`config.mk`:
```
export PLATFORM = sky130hd
export DESIGN_NAME = fwd_hazard_unit_flat
export DESIGN_NICKNAME = d
export VERILOG_FILES = /design/src/rtl/fwd_pkg.sv /design/src/rtl/fwd_hazard_unit_if.sv /design/src/rtl/fwd_match.sv /design/src/rtl/fwd_hazard_unit.sv /design/src/flat_wrapper.sv
export SDC_FILE = /design/constraint.sdc
export NUM_CORES = 1
export LEC_CHECK = 0
export CORE_MARGIN = 2
export CORE_UTILIZATION = 31
export DETAILED_ROUTE_END_ITERATION = 16
export PLACE_DENSITY = 0.5
export RECOVER_POWER = 50
export SETUP_SLACK_MARGIN = 0.1
export SYNTH_ARGS = -nofsm -noshare
export SYNTH_HDL_FRONTEND = slang
export SYNTH_SLANG_ARGS = --single-unit
```
`constraint.sdc`:
```
create_clock -name clk -period 4.7 [get_ports clk]
set_input_delay 0.705 -clock clk [delete_from_list [all_inputs] [get_ports clk]]
set_output_delay 0.705 -clock clk [all_outputs]
set_load 0.02 [all_outputs]
```
`src/rtl/fwd_pkg.sv`:
```
// Shared definitions for the forwarding/hazard unit: operand-select encoding,
// in-flight slot record and the clog2 helper used to size select fields.
package fwd_pkg;

    localparam int unsigned SEL_RF = 0;
    localparam int unsigned CNT_W  = 32;

    typedef struct packed {
        logic valid;
        logic we;
        logic load;
    } slotMeta_t;

    localparam int unsigned SLOT_META_W = $bits(slotMeta_t);

    function automatic int unsigned clog2(input int unsigned n);
        int unsigned r;
        r = 0;
        while ((32'd1 << r) < n) begin
            r++;
        end
        return r;
    endfunction

endpackage

```
`src/rtl/fwd_hazard_unit_if.sv`:
```
// ID-stage request / hazard-response bundle between the pipeline and fwd_hazard_unit.
interface fwd_hazard_unit_if
    import fwd_pkg::*;
#(
    parameter int unsigned AW    = 5,
    parameter int unsigned DEPTH = 3
) ();

    localparam int unsigned SW = clog2(DEPTH + 1);

    logic          issue_valid;
    logic [AW-1:0] issue_rd;
    logic          issue_we;
    logic          issue_load;
    logic [AW-1:0] id_rs;
    logic [AW-1:0] id_rt;
    logic          id_rs_used;
    logic          id_rt_used;
    logic          id_branch;
    logic          flush;

    logic          stall;
    logic [SW-1:0] ex_fwd_rs_sel;
    logic [SW-1:0] ex_fwd_rt_sel;
    logic [SW-1:0] id_fwd_rs_sel;
    logic [SW-1:0] id_fwd_rt_sel;

    modport master (
        output issue_valid, issue_rd, issue_we, issue_load,
        output id_rs, id_rt, id_rs_used, id_rt_used, id_branch, flush,
        input  stall, ex_fwd_rs_sel, ex_fwd_rt_sel, id_fwd_rs_sel, id_fwd_rt_sel
    );

    modport slave (
        input  issue_valid, issue_rd, issue_we, issue_load,
        input  id_rs, id_rt, id_rs_used, id_rt_used, id_branch, flush,
        output stall, ex_fwd_rs_sel, ex_fwd_rt_sel, id_fwd_rs_sel, id_fwd_rt_sel
    );

endinterface

```
`src/rtl/fwd_match.sv`:
```
// Compares one ID source register against every in-flight slot and reports the
// youngest matching slot, the slot from which its result becomes forwardable, and readiness.
module fwd_match
    import fwd_pkg::*;
#(
    parameter int unsigned AW       = 5,
    parameter int unsigned DEPTH    = 3,
    parameter int unsigned LOAD_LAT = 2,
    localparam int unsigned IW      = clog2(DEPTH + 1)
) (
    input  logic [AW-1:0]             src,
    input  logic                      srcUsed,
    input  slotMeta_t [DEPTH-1:0]     slotMeta,
    input  logic [DEPTH-1:0][AW-1:0]  slotRd,
    output logic                      hit_c,
    output logic [IW-1:0]             matchIdx_c,
    output logic [IW-1:0]             readyIdx_c,
    output logic                      fwdReady_c
);

    logic hitLoad;

    // Youngest writer wins: first hit scanning from slot 0 upward locks the result.
    always_comb begin
        hit_c      = 1'b0;
        matchIdx_c = '0;
        hitLoad    = 1'b0;
        if (srcUsed && (src != '0)) begin
            for (int i = 0; i < DEPTH; i++) begin
                if (!hit_c && slotMeta[i].valid && slotMeta[i].we && (slotRd[i] == src)) begin
                    hit_c      = 1'b1;
                    matchIdx_c = IW'(i);
                    hitLoad    = slotMeta[i].load;
                end
            end
        end
    end

    always_comb begin
        readyIdx_c = hitLoad ? IW'(LOAD_LAT) : IW'(1);
        fwdReady_c = hit_c && (matchIdx_c >= readyIdx_c);
    end

endmodule

```
`src/rtl/fwd_hazard_unit.sv`:
```
// Operand forwarding and load-use/branch hazard detection over a shifting window of
// in-flight instructions. Optional perf counters when FWD_HAZARD_PERF_EN is defined.
module fwd_hazard_unit
    import fwd_pkg::*;
#(
    parameter int unsigned AW       = 5,
    parameter int unsigned DEPTH    = 3,
    parameter int unsigned LOAD_LAT = 2
) (
    input  logic             clk,
    input  logic             rst_n,
    fwd_hazard_unit_if.slave bus
`ifdef FWD_HAZARD_PERF_EN
    ,
    output logic [CNT_W-1:0] stall_cycles,
    output logic [CNT_W-1:0] fwd_events
`endif
);

    localparam int unsigned SW = clog2(DEPTH + 1);

    if ((DEPTH < 2) || (DEPTH > 6)) begin : gBadDepth
        $error("fwd_hazard_unit: DEPTH must be within 2..6");
    end
    if ((LOAD_LAT < 1) || (LOAD_LAT > DEPTH - 1)) begin : gBadLoadLat
        $error("fwd_hazard_unit: LOAD_LAT must be within 1..DEPTH-1");
    end

    slotMeta_t [DEPTH-1:0]    slotMeta;
    logic [DEPTH-1:0][AW-1:0] slotRd;
    logic [SW-1:0]            exRsSel;
    logic [SW-1:0]            exRtSel;

    logic          rsHit, rtHit, rsFwdReady, rtFwdReady;
    logic [SW-1:0] rsIdx, rtIdx, rsReady, rtReady;

    fwd_match #(.AW(AW), .DEPTH(DEPTH), .LOAD_LAT(LOAD_LAT)) uRsMatch (
        .src        (bus.id_rs),
        .srcUsed    (bus.id_rs_used),
        .slotMeta   (slotMeta),
        .slotRd     (slotRd),
        .hit_c      (rsHit),
        .matchIdx_c (rsIdx),
        .readyIdx_c (rsReady),
        .fwdReady_c (rsFwdReady)
    );

    fwd_match #(.AW(AW), .DEPTH(DEPTH), .LOAD_LAT(LOAD_LAT)) uRtMatch (
        .src        (bus.id_rt),
        .srcUsed    (bus.id_rt_used),
        .slotMeta   (slotMeta),
        .slotRd     (slotRd),
        .hit_c      (rtHit),
        .matchIdx_c (rtIdx),
        .readyIdx_c (rtReady),
        .fwdReady_c (rtFwdReady)
    );

    logic          rsStall, rtStall, stallInt;
    logic [SW-1:0] rsExNext, rtExNext;

    // An ID branch needs the value this cycle; an EX consumer gets one more cycle of ageing.
    always_comb begin
        rsStall  = 1'b0;
        rtStall  = 1'b0;
        rsExNext = SW'(SEL_RF);
        rtExNext = SW'(SEL_RF);
        if (rsHit) begin
            rsStall = bus.id_branch ? !rsFwdReady : ((rsIdx + SW'(1)) < rsReady);
            if (rsIdx <= SW'(DEPTH - 2)) rsExNext = rsIdx + SW'(1);
        end
        if (rtHit) begin
            rtStall = bus.id_branch ? !rtFwdReady : ((rtIdx + SW'(1)) < rtReady);
            if (rtIdx <= SW'(DEPTH - 2)) rtExNext = rtIdx + SW'(1);
        end
        stallInt = rsStall || rtStall;
    end

    // The WB slot stays live while the branch reads it, so ID may select slot DEPTH-1.
    always_comb begin
        bus.stall         = stallInt;
        bus.ex_fwd_rs_sel = exRsSel;
        bus.ex_fwd_rt_sel = exRtSel;
        bus.id_fwd_rs_sel = (bus.id_branch && rsFwdReady) ? rsIdx : SW'(SEL_RF);
        bus.id_fwd_rt_sel = (bus.id_branch && rtFwdReady) ? rtIdx : SW'(SEL_RF);
    end

    // Slot window ages one stage per cycle; flush kills the ID instruction and the one leaving EX.
    always_ff @(posedge clk or negedge rst_n) begin
        if (!rst_n) begin
            slotMeta <= '0;
            slotRd   <= '0;
            exRsSel  <= SW'(SEL_RF);
            exRtSel  <= SW'(SEL_RF);
        end else begin
            for (int i = 1; i < DEPTH; i++) begin
                slotMeta[i] <= slotMeta[i-1];
                slotRd[i]   <= slotRd[i-1];
            end
            if (bus.flush) begin
                slotMeta[0] <= '0;
                slotMeta[1] <= '0;
                exRsSel     <= SW'(SEL_RF);
                exRtSel     <= SW'(SEL_RF);
            end else if (stallInt) begin
                slotMeta[0] <= '0;
            end else begin
                slotMeta[0] <= '{valid: bus.issue_valid, we: bus.issue_we, load: bus.issue_load};
                slotRd[0]   <= bus.issue_rd;
                exRsSel     <= rsExNext;
                exRtSel     <= rtExNext;
            end
        end
    end

`ifdef FWD_HAZARD_PERF_EN
    // Saturating counters of stalled cycles and of advances that pick a forwarded operand.
    always_ff @(posedge clk or negedge rst_n) begin
        if (!rst_n) begin
            stall_cycles <= '0;
            fwd_events   <= '0;
        end else begin
            if (stallInt && (stall_cycles != '1)) begin
                stall_cycles <= stall_cycles + CNT_W'(1);
            end
            if (!bus.flush && !stallInt && ((rsExNext != SW'(SEL_RF)) || (rtExNext != SW'(SEL_RF)))
                && (fwd_events != '1)) begin
                fwd_events <= fwd_events + CNT_W'(1);
            end
        end
    end
`endif

endmodule

```
`src/flat_wrapper.sv`:
```
// flat-port wrapper written by rule: the top's interface ports become plain ports
module fwd_hazard_unit_flat import fwd_pkg::*;
#(
    parameter int unsigned AW       = 5,
    parameter int unsigned DEPTH    = 3,
    parameter int unsigned LOAD_LAT = 2
)
  (clk, rst_n, bus_issue_valid, bus_issue_rd, bus_issue_we, bus_issue_load, bus_id_rs, bus_id_rt, bus_id_rs_used, bus_id_rt_used, bus_id_branch, bus_flush, bus_stall, bus_ex_fwd_rs_sel, bus_ex_fwd_rt_sel, bus_id_fwd_rs_sel, bus_id_fwd_rt_sel);
  fwd_hazard_unit_if #(.AW(AW), .DEPTH(DEPTH)) bus_i ();
  input  logic clk;
  input  logic rst_n;
  input wire logic [$bits(bus_i.issue_valid)-1:0] bus_issue_valid;
  input wire logic [$bits(bus_i.issue_rd)-1:0] bus_issue_rd;
  input wire logic [$bits(bus_i.issue_we)-1:0] bus_issue_we;
  input wire logic [$bits(bus_i.issue_load)-1:0] bus_issue_load;
  input wire logic [$bits(bus_i.id_rs)-1:0] bus_id_rs;
  input wire logic [$bits(bus_i.id_rt)-1:0] bus_id_rt;
  input wire logic [$bits(bus_i.id_rs_used)-1:0] bus_id_rs_used;
  input wire logic [$bits(bus_i.id_rt_used)-1:0] bus_id_rt_used;
  input wire logic [$bits(bus_i.id_branch)-1:0] bus_id_branch;
  input wire logic [$bits(bus_i.flush)-1:0] bus_flush;
  output wire logic [$bits(bus_i.stall)-1:0] bus_stall;
  output wire logic [$bits(bus_i.ex_fwd_rs_sel)-1:0] bus_ex_fwd_rs_sel;
  output wire logic [$bits(bus_i.ex_fwd_rt_sel)-1:0] bus_ex_fwd_rt_sel;
  output wire logic [$bits(bus_i.id_fwd_rs_sel)-1:0] bus_id_fwd_rs_sel;
  output wire logic [$bits(bus_i.id_fwd_rt_sel)-1:0] bus_id_fwd_rt_sel;
  assign bus_i.issue_valid = bus_issue_valid;
  assign bus_i.issue_rd = bus_issue_rd;
  assign bus_i.issue_we = bus_issue_we;
  assign bus_i.issue_load = bus_issue_load;
  assign bus_i.id_rs = bus_id_rs;
  assign bus_i.id_rt = bus_id_rt;
  assign bus_i.id_rs_used = bus_id_rs_used;
  assign bus_i.id_rt_used = bus_id_rt_used;
  assign bus_i.id_branch = bus_id_branch;
  assign bus_i.flush = bus_flush;
  assign bus_stall = bus_i.stall;
  assign bus_ex_fwd_rs_sel = bus_i.ex_fwd_rs_sel;
  assign bus_ex_fwd_rt_sel = bus_i.ex_fwd_rt_sel;
  assign bus_id_fwd_rs_sel = bus_i.id_fwd_rs_sel;
  assign bus_id_fwd_rt_sel = bus_i.id_fwd_rt_sel;
  fwd_hazard_unit #(.AW(AW), .DEPTH(DEPTH), .LOAD_LAT(LOAD_LAT)) u_core (.clk(clk), .rst_n(rst_n), .bus(bus_i));
endmodule
```
==> results.md, run 1 <==
* WP buf/inv at 5
* CTS clk-pin slew, worst paths at 90 ps
* Startpoint Class: input pin
* Reg2reg setup slack at 910 ps
* Io pins at 33
* Top delay family on crit path: buffers and inverters
* Gate Count Post-Synth at 153
* Sw Ratio at 24.36%
* Warnings from Yosys at 0
* Library cells used by synthesis at 32
* Die Area at 6153 um^2
* Internal power at 0.4264 mW
* Antenna Cells at 0
* Final Critical Period at 4358 ps
* Core area at 5439 um^2
* Cell with the most instances after synthesis: dfrtp_1
* Clock sink count at 28
* Crit path cell chain: clkbuf_2, xor2_1, nor4_2, nand4_1, buf_4, buf_4, nor2_1, mux2i_1, a211o_1, buf_4, ha_1, a21oi_1, nand2b_1, nor2_1, clkdlybuf4s50_1
* Slowest CP cell: clkdlybuf4s50_1
* Layout cell share with drive strength beyond 1 at 29.07%
* Hold path cells at 0
* Avg Inst Size Synth at 11.23 um^2
* Post-DRT Antenna Nets at 0
* Top cell types by occurrence after synthesis: dfrtp_1, xor2_1, ha_1, nor2_1, o21ai_0
* Failing checks: max-capacitance violations, max-slew violations
* Unrepaired setup endpoints after global routing: no
* Starting Density at 31.59%
* Wirelength per Cell at 14.23 um
* Slew @ Worst Pin at 1533 ps
* Worst EP arrival at 3650 ps
* TritonCTS clock tree: done
* Reg area at 700.7 um^2
* Syn nets at 189
* Pwr per Cell Area at 223.8 nW/um^2
* Die Wd at 78.44 um
* Synthesized flop and latch total at 28
* Most used cell, CP: buf_4
* Setup crit end kind: output port
* GRT Util Overall at 14.68%
* Via count at 1410
* Synth top area cells: dfrtp_1, xor2_1, ha_1, mux2_4, a311oi_4
* Post-synth EDFFs at 0
* # Max-Cap Violations at 1
* Fillers at 512
* First-pass GRT wire length at 7189 um
* FFs w/ async S/R, synth at 100.0%
* P_leak at 1.177 nW
* Clock network fraction of total power at 33.2%
* CP max FO at 4
* Initial DRC count at 101
* Sw power at 0.1373 mW
* Hold-fix buffers, CTS at 0
* Vias/cell at 4.716
* Slew HR at -2.204%
* Grt total ovfl at 0
* Maximum number of pins on one net before global-route repair at 29
* Worst clock skew at 8.439 ps
* Port bufs at 32
* Max Fclk at 229.5 MHz
* Worst-Skew Late Latency at 270 ps
* Layout area overhead at 46.61%
* Fin. max-slew vios at 29
* Vias in the first global route at 1531
* Main flop type after synthesis: dfrtp_1
* Final WL at 4254 um
* Peak supply drop at 127.8 uV
* Combinational fraction of design power at 17.8%
* Final Util at 46.31%
* RR Endpoint: u_core.slotRd[4]$_DFFE_PN0P_
* Synthesized cell area at 1718 um^2
* DP Wirelength at 3494 um
* Sequential share of power at 49.0%
* Clock Path Buffers at 2
* Die height at 78.44 um
* Std cell rows at 27
* Worst hold margin at 441.3 ps
* Synth area leader: dfrtp_1
* DRC at 0
* Htree depth at 1
* Min-delay src: u_core.slotMeta[3]$_DFF_PN0_
* Status: finished, violations left
* TritonCTS Buffers at 3
* Max stage delay on crit path at 600 ps
* Multi-input logic area at 1022 um^2
* Required @ worst endpoint at 3990 ps
* Hold Path Class: reg2reg
* RR Startpoint: u_core.slotRd[14]$_DFF_PN0_
* Worst hold path endpoint: u_core.slotMeta[6]$_DFF_PN0_
* Initial antenna violation count at 0
* Setup-failing EPs final at 0
* Fin nets at 264
* Area share of the largest cell type after synthesis at 40.79%
* Part of the cycle the worst path needs at 92.72%
* CTS root buffer: clkbuf_8
* Iteration count of the initial detailed-routing pass at 4
* Sequential area share after synthesis at 40.79%
* Cells on worst reg2reg path at 15
* Critical path class: in2out
* Fin. Hold Viols at 0
* Gpl congestion at 0.9274
how the worst max path moves through the flow:
stage | from | endpoint | slack [ps] | cells past startpoint
5_1_grt | bus_id_rs[3] | bus_id_fwd_rs_sel[0] | 140 | 15
3_5_place_dp | bus_id_rs[4] | bus_stall | -510 | 13
6_report | bus_id_rs[4] | bus_id_fwd_rs_sel[1] | 340 | 15
4_1_cts | bus_id_rt[1] | bus_stall | 140 | 13
3_3_place_gp | bus_id_rt[4] | bus_stall | -490 | 13
2_1_floorplan | bus_id_rs[4] | bus_stall | 480 | 11
worst reg2reg max path, stage by stage (launching register included):
cell,delay (ps)
dfrtp_1,420
xor2_1,160
nor4_2,290
nand4_1,160
buf_4,160
or4bb_1,500
ha_1,300
ha_1,300
nor2b_1,140
o21ai_1,100
o21ai_1,90
buf_4,140
a311oi_4,390
nor3_4,50
buf_4,180
mux2_4,300
timing repair:
| action | CTS | global route |
|---|---|---|
| resized for setup | 11 | 19 |
| endpoints found under the setup margin | 5 | 5 |
| buffers inserted | 2 | 1 |
| hold endpoints to repair | 0 | 0 |
| pin swaps | 6 | 8 |
metrics by stage:
stage	instances	setup TNS, ps	cell area, um^2	total power, mW	setup WS (ps)
global placement	292	-487.2	2395	0.3752	-487.2
global route	299	0	2519	0.5881	144.8
finish	299	0	2519	0.5637	342.0
floorplan	153	0	1718	0.3220	481.3
CTS	298	0	2484	0.5680	137.6
detailed placement	292	-506.7	2395	0.3779	-506.7
routing by layer:
layer,wire length [um],up-vias,global-route usage (%)
li1,-,698,-
met1,1980,676,19.40
met2,2081,28,25.43
met3,114,8,1.034
met4,78,0,4.912
met5,0,-,0
logic make-up (layout without fill, tap and decap cells):
| group | after synthesis | after routing | share of synthesized area [%] |
|---|---|---|---|
| compound gates | 24 | 24 | 11.00 |
| fa+ha+maj | 12 | 12 | 8.740 |
| flops | 28 | 28 | 40.79 |
| buf+inv | 7 | 81 | 1.529 |
| mux | 6 | 6 | 4.953 |
| xor+xnor | 30 | 30 | 15.29 |
| simple gates | 46 | 46 | 17.70 |
state kept, by name, indices dropped and copies added (netlist names):
name	cells
u_core.bus.ex_fwd_rs_sel	2
u_core.bus.ex_fwd_rt_sel	2
u_core.slotMeta	9
u_core.slotRd	15
cell type report:
type	count	share of cell area [%]
Timing Repair Buffer	71	24.29
Sequential cell	28	27.82
Multi-Input combinational cell	118	40.59
Clock buffer	3	1.639
Clock inverter	1	1.192
Inverter	6	0.8942
Tap cell	72	3.577
power groups by stage:
stage                     registers, mW  logic, mW  clock network (mW)
after floorplan                   0.275     0.0465                   0
after global placement            0.281     0.0942                   0
after detailed placement          0.281     0.0968                   0
after CTS                         0.276     0.0996               0.192
after global routing              0.279      0.109               0.200
final                             0.276      0.100               0.187
cell usage in the layout (no fill, tap or decap), types with 3 or more instances in the layout:
master           count
nand2b_1             5
nor4_2               5
nand4_1              7
buf_4               39
o21ai_0              5
o21ai_1              3
xor2_1              24
dlymetal6s2s_1       7
nor2b_1              6
dfrtp_1             28
a21oi_1              5
mux2_4               5
clkbuf_8             3
xnor2_1              6
ha_1                12
nor2_1               8
clkdlybuf4s50_1     19
inv_1                6
Power figures use the tool's default switching activity.
==> inputs of run 2 (changes only) <==
- CORE_UTILIZATION: 31 -> 40
- PLACE_DENSITY: 0.5 -> 0.62
==> results.md, run 2 (synthesis gave the netlist of run 1 again) <==
* Critical path class: in2out
* Slew @ Worst Pin at 1452 ps
* Most common cell after layout, fill and taps aside: buf_4
* Antenna Cells at 0
* Hold path cells at 0
* Most flop-heavy register: u_core.slotRd
* DRC at 0
* Die Wd at 69.54 um
* Layout cell share with drive strength beyond 1 at 26.58%
* RR Endpoint: u_core.slotRd[1]$_DFFE_PN0P_
* Multi-input logic area at 1023 um^2
* Vias/cell at 5.136
* Final Critical Period at 4505 ps
* Tot Pwr at 0.5652 mW
* Setup-failing EPs final at 0
* Setup crit end kind: output port
* DP Cell Count at 266
* Grt total ovfl at 0
* Most frequent cells in the layout: buf_4, dfrtp_1, xor2_1
* Largest register FFs at 15
* Fin nets at 259
* P_leak at 1.149 nW
* Required @ worst endpoint at 3990 ps
* Status: completed
* Startpoint Class: input pin
* Die Area at 4835 um^2
* Fillers at 323
* Max stage delay on crit path at 540 ps
* Via count at 1397
* Slowest CP cell: clkdlybuf4s50_1
* Cells on worst reg2reg path at 13
* Layout area overhead at 42.75%
* Place WS at -563.2 ps
* Iteration count of the initial detailed-routing pass at 4
* DP Wirelength at 3342 um
* TritonCTS clock tree: done
* Die height at 69.54 um
* Unrepaired setup endpoints after global routing: yes
* Slew HR at 3.184%
* Post-DRT Antenna Nets at 0
* Part of the cycle the worst path needs at 95.86%
* Worst hold margin at 430.0 ps
* Final Non-Filler Cells at 272
* Clock sink count at 28
* Wirelength per Cell at 15.12 um
* Top delay family on crit path: simple AND/OR/NAND/NOR gates
* Fin. max-slew vios at 0
* Io pins at 33
* Crit path cell chain: clkdlybuf4s50_1, xor2_1, nor4_2, nand4_2, buf_4, or4bb_1, ha_1, ha_1, nor2b_1, o21ai_0, o21ai_1, a311o_2, nand2b_1, buf_4
* Maximum number of pins on one net before global-route repair at 29
* TritonCTS Buffers at 3
* Final WL at 4113 um
* Initial antenna violation count at 0
* CTS root buffer: clkbuf_8
* Vias in the first global route at 1506
* Worst setup margin at 194.6 ps
* Std cell rows at 23
* RR Startpoint: u_core.slotRd[11]$_DFF_PN0_
* Reg2reg setup slack at 1050 ps
* Top Registers: u_core.slotRd: 15 flops, u_core.slotMeta: 9 flops
* CTS clk-pin slew, worst paths at 90 ps
* WP buf/inv at 3
* Reg area at 700.7 um^2
* Pwr per Cell Area at 230.5 nW/um^2
* Min-delay src: u_core.slotMeta[3]$_DFF_PN0_
* Core area at 4058 um^2
* Max Fclk at 222.0 MHz
* Worst clock skew at 4.205 ps
* CP max FO at 3
* Starting Density at 42.34%
* CP Depth at 14
* Fin. Hold Viols at 0
* First-pass GRT wire length at 7258 um
* Worst hold path endpoint: u_core.slotMeta[6]$_DFF_PN0_
* Clock Path Buffers at 2
* Worst EP arrival at 3800 ps
* Htree depth at 1
* Port bufs at 32
* Peak supply drop at 205.9 uV
* # Max-Cap Violations at 0
* Hold Path Class: reg2reg
* Worst-Skew Late Latency at 280 ps
* Gpl congestion at 0.8864
* GRT Util Overall at 18.48%
* Initial DRC count at 47
==> run 2: cell types whose count changed in the layout (fill, tap and decap cells not counted), sizes merged <==
cell / before / now
clkdlybuf4s50: 19 / 20
clkbuf: 6 / 4
dlygate4sd2: 2 / 6
dlymetal6s2s: 7 / 4
buf: 39 / 34
==> run 2: area by class of cell <==
class | instances | share of cell area, %
repair buffers | 66 | 23.32
clock inverters | 1 | 1.224
multi-input cells | 118 | 41.73
inverters | 6 | 0.9184
clock buffers | 3 | 1.684
flip-flops and latches | 28 | 28.57
well taps | 50 | 2.551
==> run 2: worst reg2reg max path: stages, from the launching register on <==
cell	delay [ps]
dfrtp_1	410
xor2_1	160
nor4_2	290
nand4_1	180
or4bb_1	550
ha_1	320
ha_1	290
nor2b_1	130
o21ai_0	130
o21ai_1	110
buf_4	150
a311oi_4	380
nor3_4	130
mux2_4	320
==> run 2: how the worst max path moves through the flow <==
stage                      start  slack, ps   endpoint
floorplan           bus_id_rs[4]        480  bus_stall
global route        bus_id_rt[4]          1  bus_stall
finish              bus_id_rs[2]        190  bus_stall
CTS                 bus_id_rt[2]         80  bus_stall
global placement    bus_id_rs[4]       -540  bus_stall
detailed placement  bus_id_rs[4]       -560  bus_stall
==> run 2: power by group <==
| part | switching, mW | internal, mW | total, mW |
|---|---|---|---|
| Clock | 0.0765 | 0.114 | 0.191 |
| Combinational | 0.0430 | 0.0549 | 0.0979 |
| Sequential | 0.0197 | 0.257 | 0.277 |
==> run 2: what timing repair did <==
item,CTS,global route
gates resized for setup,13,10
pin swaps,3,3
endpoints found under the hold margin,0,0
hold buffers,0,0
setup endpoints to repair,3,3
buffers inserted,1,1
gates cloned,0,0
==> run 2: routing by layer <==
metal  global-route usage (%)  routed length [um]  vias up
met5                        0                   0        -
met4                    4.575                  37        0
met3                    2.907                 172        6
met2                    30.56                1968       28
met1                    25.37                1935      675
li1                         -                   -      688
==> run 2: through the flow <==
step,util (%),instance area [um^2],setup TNS [ps]
5_1_grt,60.44,2452,0
4_1_cts,59.45,2412,0
6_report,60.44,2452,0
3_5_place_dp,57.60,2337,-563.2
2_1_floorplan,-,1718,0
3_3_place_gp,57.60,2337,-543.3
